<file path="config.mk">
export PLATFORM = sky130hd
export DESIGN_NAME = bus_slice_assembler
export DESIGN_NICKNAME = d
export VERILOG_FILES = /design/src/rtl/bus_slice_pkg.sv /design/src/rtl/bus_slice_mask_gen.sv /design/src/rtl/bus_slice_assembler.sv
export SDC_FILE = /design/constraint.sdc
export NUM_CORES = 1
export LEC_CHECK = 0
export CORE_MARGIN = 4
export CORE_UTILIZATION = 33
export CTS_BUF_LIST = sky130_fd_sc_hd__clkbuf_4
export DETAILED_ROUTE_END_ITERATION = 8
export HOLD_SLACK_MARGIN = 0.05
export MAX_ROUTING_LAYER = met4
export PLACE_DENSITY_LB_ADDON = 0.1
export SYNTH_ARGS = -nofsm -noshare
export SYNTH_HDL_FRONTEND = slang
export SYNTH_SLANG_ARGS = --single-unit
export TNS_END_PERCENT = 100
</file>
<file path="constraint.sdc">
create_clock -name clk -period 2.2 [get_ports clk]
set_clock_uncertainty 0.1 [all_clocks]
set_input_delay 0.33 -clock clk [delete_from_list [all_inputs] [get_ports clk]]
set_output_delay 0.33 -clock clk [all_outputs]
set_load 0.03 [all_outputs]
</file>
<file path="src/rtl/bus_slice_pkg.sv">
// Shared types and slice-range helpers for the bus slice assembler.
// The mask helpers are width-agnostic so a future splitter can reuse them.
package bus_slice_pkg;

    localparam int MAXW = 32;

    typedef enum logic {
        COLLECT,
        EMIT
    } state_t;

    function automatic logic [MAXW-1:0] slice_mask(
        input int msb,
        input int lsb,
        input int width
    );
        logic [MAXW-1:0] m;
        m = '0;
        for (int i = 0; i < MAXW; i++) begin
            m[i] = (i >= lsb) && (i <= msb) && (i < width);
        end
        return m;
    endfunction

    function automatic logic range_ok(
        input int msb,
        input int lsb,
        input int width
    );
        return (msb >= lsb) && (msb < width);
    endfunction

endpackage

</file>
<file path="src/rtl/bus_slice_mask_gen.sv">
// Turns a [msb:lsb] slice descriptor into a bus-wide bit mask plus
// a legality flag; purely combinational.
module bus_slice_mask_gen
    import bus_slice_pkg::*;
#(
    parameter int WIDTH = 4,
    parameter int IDXW  = $clog2(WIDTH) + 1
) (
    input  logic [IDXW-1:0]  i_msb,
    input  logic [IDXW-1:0]  i_lsb,
    output logic [WIDTH-1:0] o_smask,
    output logic             o_range_ok
);

    assign o_smask = WIDTH'(slice_mask(int'(i_msb), int'(i_lsb), WIDTH));
    assign o_range_ok = range_ok(int'(i_msb), int'(i_lsb), WIDTH);

endmodule

</file>
<file path="src/rtl/bus_slice_assembler.sv">
// Collects shuffled bit slices of one bus word and emits the word once
// every bit has been written exactly once.
module bus_slice_assembler
    import bus_slice_pkg::*;
#(
    parameter int WIDTH = 4,
    parameter int IDXW  = $clog2(WIDTH) + 1
) (
    input  logic             clk,
    input  logic             rst,
    input  logic             in_valid,
    output logic             in_ready,
    input  logic [IDXW-1:0]  in_msb,
    input  logic [IDXW-1:0]  in_lsb,
    input  logic [WIDTH-1:0] in_data,
    input  logic             abort,
    output logic             out_valid,
    input  logic             out_ready,
    output logic [WIDTH-1:0] out_bus,
    output logic             err_overlap,
    output logic             err_range
);

    state_t           r_state;
    state_t           w_next_state;
    logic [WIDTH-1:0] r_mask;
    logic [WIDTH-1:0] r_bus;
    logic             r_err_overlap;
    logic             r_err_range;

    logic [WIDTH-1:0] w_smask;
    logic             w_range_ok;
    logic             w_acc;
    logic             w_overlap;
    logic             w_write;
    logic [WIDTH-1:0] w_mask_new;
    logic [WIDTH-1:0] w_bus_new;

    bus_slice_mask_gen #(
        .WIDTH (WIDTH),
        .IDXW  (IDXW)
    ) u_mask_gen (
        .i_msb      (in_msb),
        .i_lsb      (in_lsb),
        .o_smask    (w_smask),
        .o_range_ok (w_range_ok)
    );

    assign in_ready    = (r_state == COLLECT);
    assign out_valid   = (r_state == EMIT);
    assign out_bus     = r_bus;
    assign err_overlap = r_err_overlap;
    assign err_range   = r_err_range;

    // abort wins over a same-cycle slice, which is then silently dropped
    assign w_acc      = in_valid && in_ready && !abort;
    assign w_overlap  = |(r_mask & w_smask);
    assign w_write    = w_acc && w_range_ok && !w_overlap;
    assign w_mask_new = r_mask | w_smask;
    assign w_bus_new  = (r_bus & ~w_smask) | ((in_data << in_lsb) & w_smask);

    always_comb begin
        w_next_state = r_state;
        case (r_state)
            COLLECT: begin
                if (w_write && (&w_mask_new)) begin
                    w_next_state = EMIT;
                end
            end
            EMIT: begin
                if (out_ready) begin
                    w_next_state = COLLECT;
                end
            end
            default: w_next_state = COLLECT;
        endcase
    end

    always_ff @(posedge clk) begin
        if (rst) begin
            r_state       <= COLLECT;
            r_mask        <= '0;
            r_bus         <= '0;
            r_err_overlap <= 1'b0;
            r_err_range   <= 1'b0;
        end else begin
            r_state       <= w_next_state;
            r_err_overlap <= w_acc && w_range_ok && w_overlap;
            r_err_range   <= w_acc && !w_range_ok;
            if (r_state == COLLECT) begin
                if (abort) begin
                    r_mask <= '0;
                end else if (w_write) begin
                    r_mask <= w_mask_new;
                    r_bus  <= w_bus_new;
                end
            end else if (out_ready) begin
                r_mask <= '0;
            end
        end
    end

endmodule

</file>
==> reports/qor.txt <==
top cell type's share of synthesized area -> 32.6%
Sequential Power Share -> 45.3%
port buffer count -> 22
IO Count -> 23
pwr/cell area -> 442 mW/mm^2
die height -> 53.3 um
cell taking the most area after synthesis -> dfxtp_1
cell area after synthesis -> 676 um^2
Vias/cell -> 5.07
Final #Nets -> 127
layout cells sized above 1 -> 16.7%
Post-synth EDFFs -> 0
H-tree depth -> 1
CP required -> 2260 ps
gr ovfl total -> 0
Post-synth top flop -> dfxtp_1
largest net degree at the start of global routing -> 13
Worst-Skew Late Latency -> 270 ps
yosys warns -> 0
critical path peak fanout -> 7
DRT Pass-1 Iters -> 4
Final ANT Viol Nets -> 0
Resized Gates After CTS -> 0
Max stage delay on crit path -> 440 ps
Die Footprint -> 0.00284 mm^2
Total GRT Usage -> 13.5%
sw power -> 0.000110 W
Clock Power Share -> 33.6%
RSZ-0062 raised after global routing -> false
via count -> 684
CP Class -> input port to flop
TritonCTS Buffers -> 3
Worst EP arrival -> 2130 ps
CTS tree -> built
post-CTS setup repair buffer count -> 0
setup TNS -> 0 ps
fraction of registers with async set/reset -> 0%
slowest CP cell -> clkdlybuf4s50_1
Root Driver -> clkbuf_4
CP cell instances -> clkdlybuf4s50_1 -> or3_1 -> a32o_2 -> a221oi_4 -> nand3_1 -> mux2i_1
# diodes -> 0
worst slew pin tran -> 431 ps
Gate Count Post-Synth -> 77
number of antenna violations at the first check in global routing -> 0
fin crit share -> 94.1%
leakage -> 0.398 nW
Slew Limit Fails -> 0
Clock transition at path regs -> 60 ps
pre-CTS setup slack -> -148 ps
fmax -> 0.483 GHz
drt total wl -> 1.64 mm
Cell variety after synth -> 31
Max clock buf depth -> 2
Floorplan Core Area -> 0.00196 mm^2
first-pass GRT wire length -> 2.65 mm
synth top area cells -> dfxtp_1, mux2i_1, nand2b_1, ha_1, a221oi_4
total power -> 0.000446 W
switching part of the total power -> 24.6%
Yosys reg bits -> 11
Max VDD drop -> 0.000350 V
top-count cell post-synth -> dfxtp_1
relative slew slack -> 71.0%
Routability Congestion -> 0.847
fin crit period -> 2070 ps
cell-internal power -> 0.000336 W
CTS hold repair buffers -> 0
status -> finished, final reports clean
Starting DRT DRC Count -> 23
hold crit path type -> flop to flop
sequential share of the synthesized area -> 32.6%
overall die width -> 53.3 um
Initial Utilization -> 34.4%
floorplan row count -> 16
most instantiated cells after synthesis -> dfxtp_1, inv_1, nand2b_1, nor2_1, mux2i_1
vias in the first global route -> 658
CP Launch Type -> input port
Area growth, synth to finish -> 49.3%
# clock sinks -> 11
Avg Synthesized Cell Area -> 8.77 um^2
final hold violations -> 0
DR DRC count -> 0
maxcap violations -> 0
PnR worst setup slack -> 130 ps
Final setup viols -> 0
syn nets -> 95
placed wire-length estimate -> 1.33 mm
Comb pwr share -> 21.2%
FILL cells -> 212
crit path capture type -> flop
Avg WL per Cell -> 12.1 um
==> worst paths after layout <==
path / start / end / slack (ps) / depth (start not counted)
min reg2reg: r_mask[0] / r_mask[0] / 380 / 2
min: r_mask[0] / r_mask[0] / 380 / 2
max reg2reg: r_mask[1] / flop / 730 / 4
max: in_msb[0] / flop / 130 / 6
==> kinds of logic (layout without fill, tap and decap cells) <==
kind of cell    after synthesis  count (layout)  share of synthesized area (%)
simple gates                 30              30                           25.7
compound gates               18              18                           23.1
flops                        11              11                           32.6
buf+inv                      10              41                           5.56
mux                           5               5                           7.41
fa+ha+maj                     3               3                           5.56
==> cell type report <==
type	count	area, um^2	share of cell area (%)
inverters	7	26.3	2.61
well taps	27	33.8	3.35
flip-flops and latches	11	220	21.8
repair buffers	30	280	27.8
clock buffers	4	30.0	2.98
multi-input cells	56	418	41.4
==> metrics by stage <==
step / hold slack (ps) / cells / util (%) / area (um^2)
after floorplan: 338 / 77 / - / 676
after global placement: 361 / 131 / 49.9 / 978
after detailed placement: 369 / 131 / 49.9 / 978
after CTS: 382 / 135 / 51.4 / 1010
after global routing: 407 / 135 / 51.4 / 1010
final: 375 / 135 / 51.4 / 1010
==> critical path, delay by kind of cell <==
kind                   cells  cell delay (ps)
AOI/OAI and AO/OA          2              600
muxes                      1              150
and+or+nand+nor            2              600
buffers and inverters      1              440
==> layout by cell type (no fill, tap or decap), types with 2 or more instances in the layout <==
cell,count
nand2b_1,7
nand2_1,2
clkdlybuf4s50_1,22
nor2_1,6
nand3_1,3
mux2i_1,5
nor3_1,2
ha_1,3
a21oi_1,2
a211oi_1,2
a21boi_1,3
inv_1,7
nor2b_1,2
a31oi_1,3
buf_4,8
dfxtp_1,11
clkbuf_4,4
==> power groups by stage <==
stage,Clock (W),Combinational (W),Sequential (W)
global placement,0,0.0000936,0.000206
global route,0.000169,0.000103,0.000202
floorplan,0,0.0000417,0.000209
finish,0.000150,0.0000944,0.000202
detailed placement,0,0.0000948,0.000206
CTS,0.000154,0.0000958,0.000202
==> layer usage <==
| layer | GRT usage (%) | vias to the layer above | wire length, um |
|---|---|---|---|
| met5 | - | - | 0 |
| met4 | 5.11 | 0 | 8 |
| met3 | 5.35 | 2 | 114 |
| met2 | 22.9 | 25 | 812 |
| met1 | 13.9 | 314 | 704 |
| li1 | - | 343 | - |
Power figures use the tool's default switching activity.
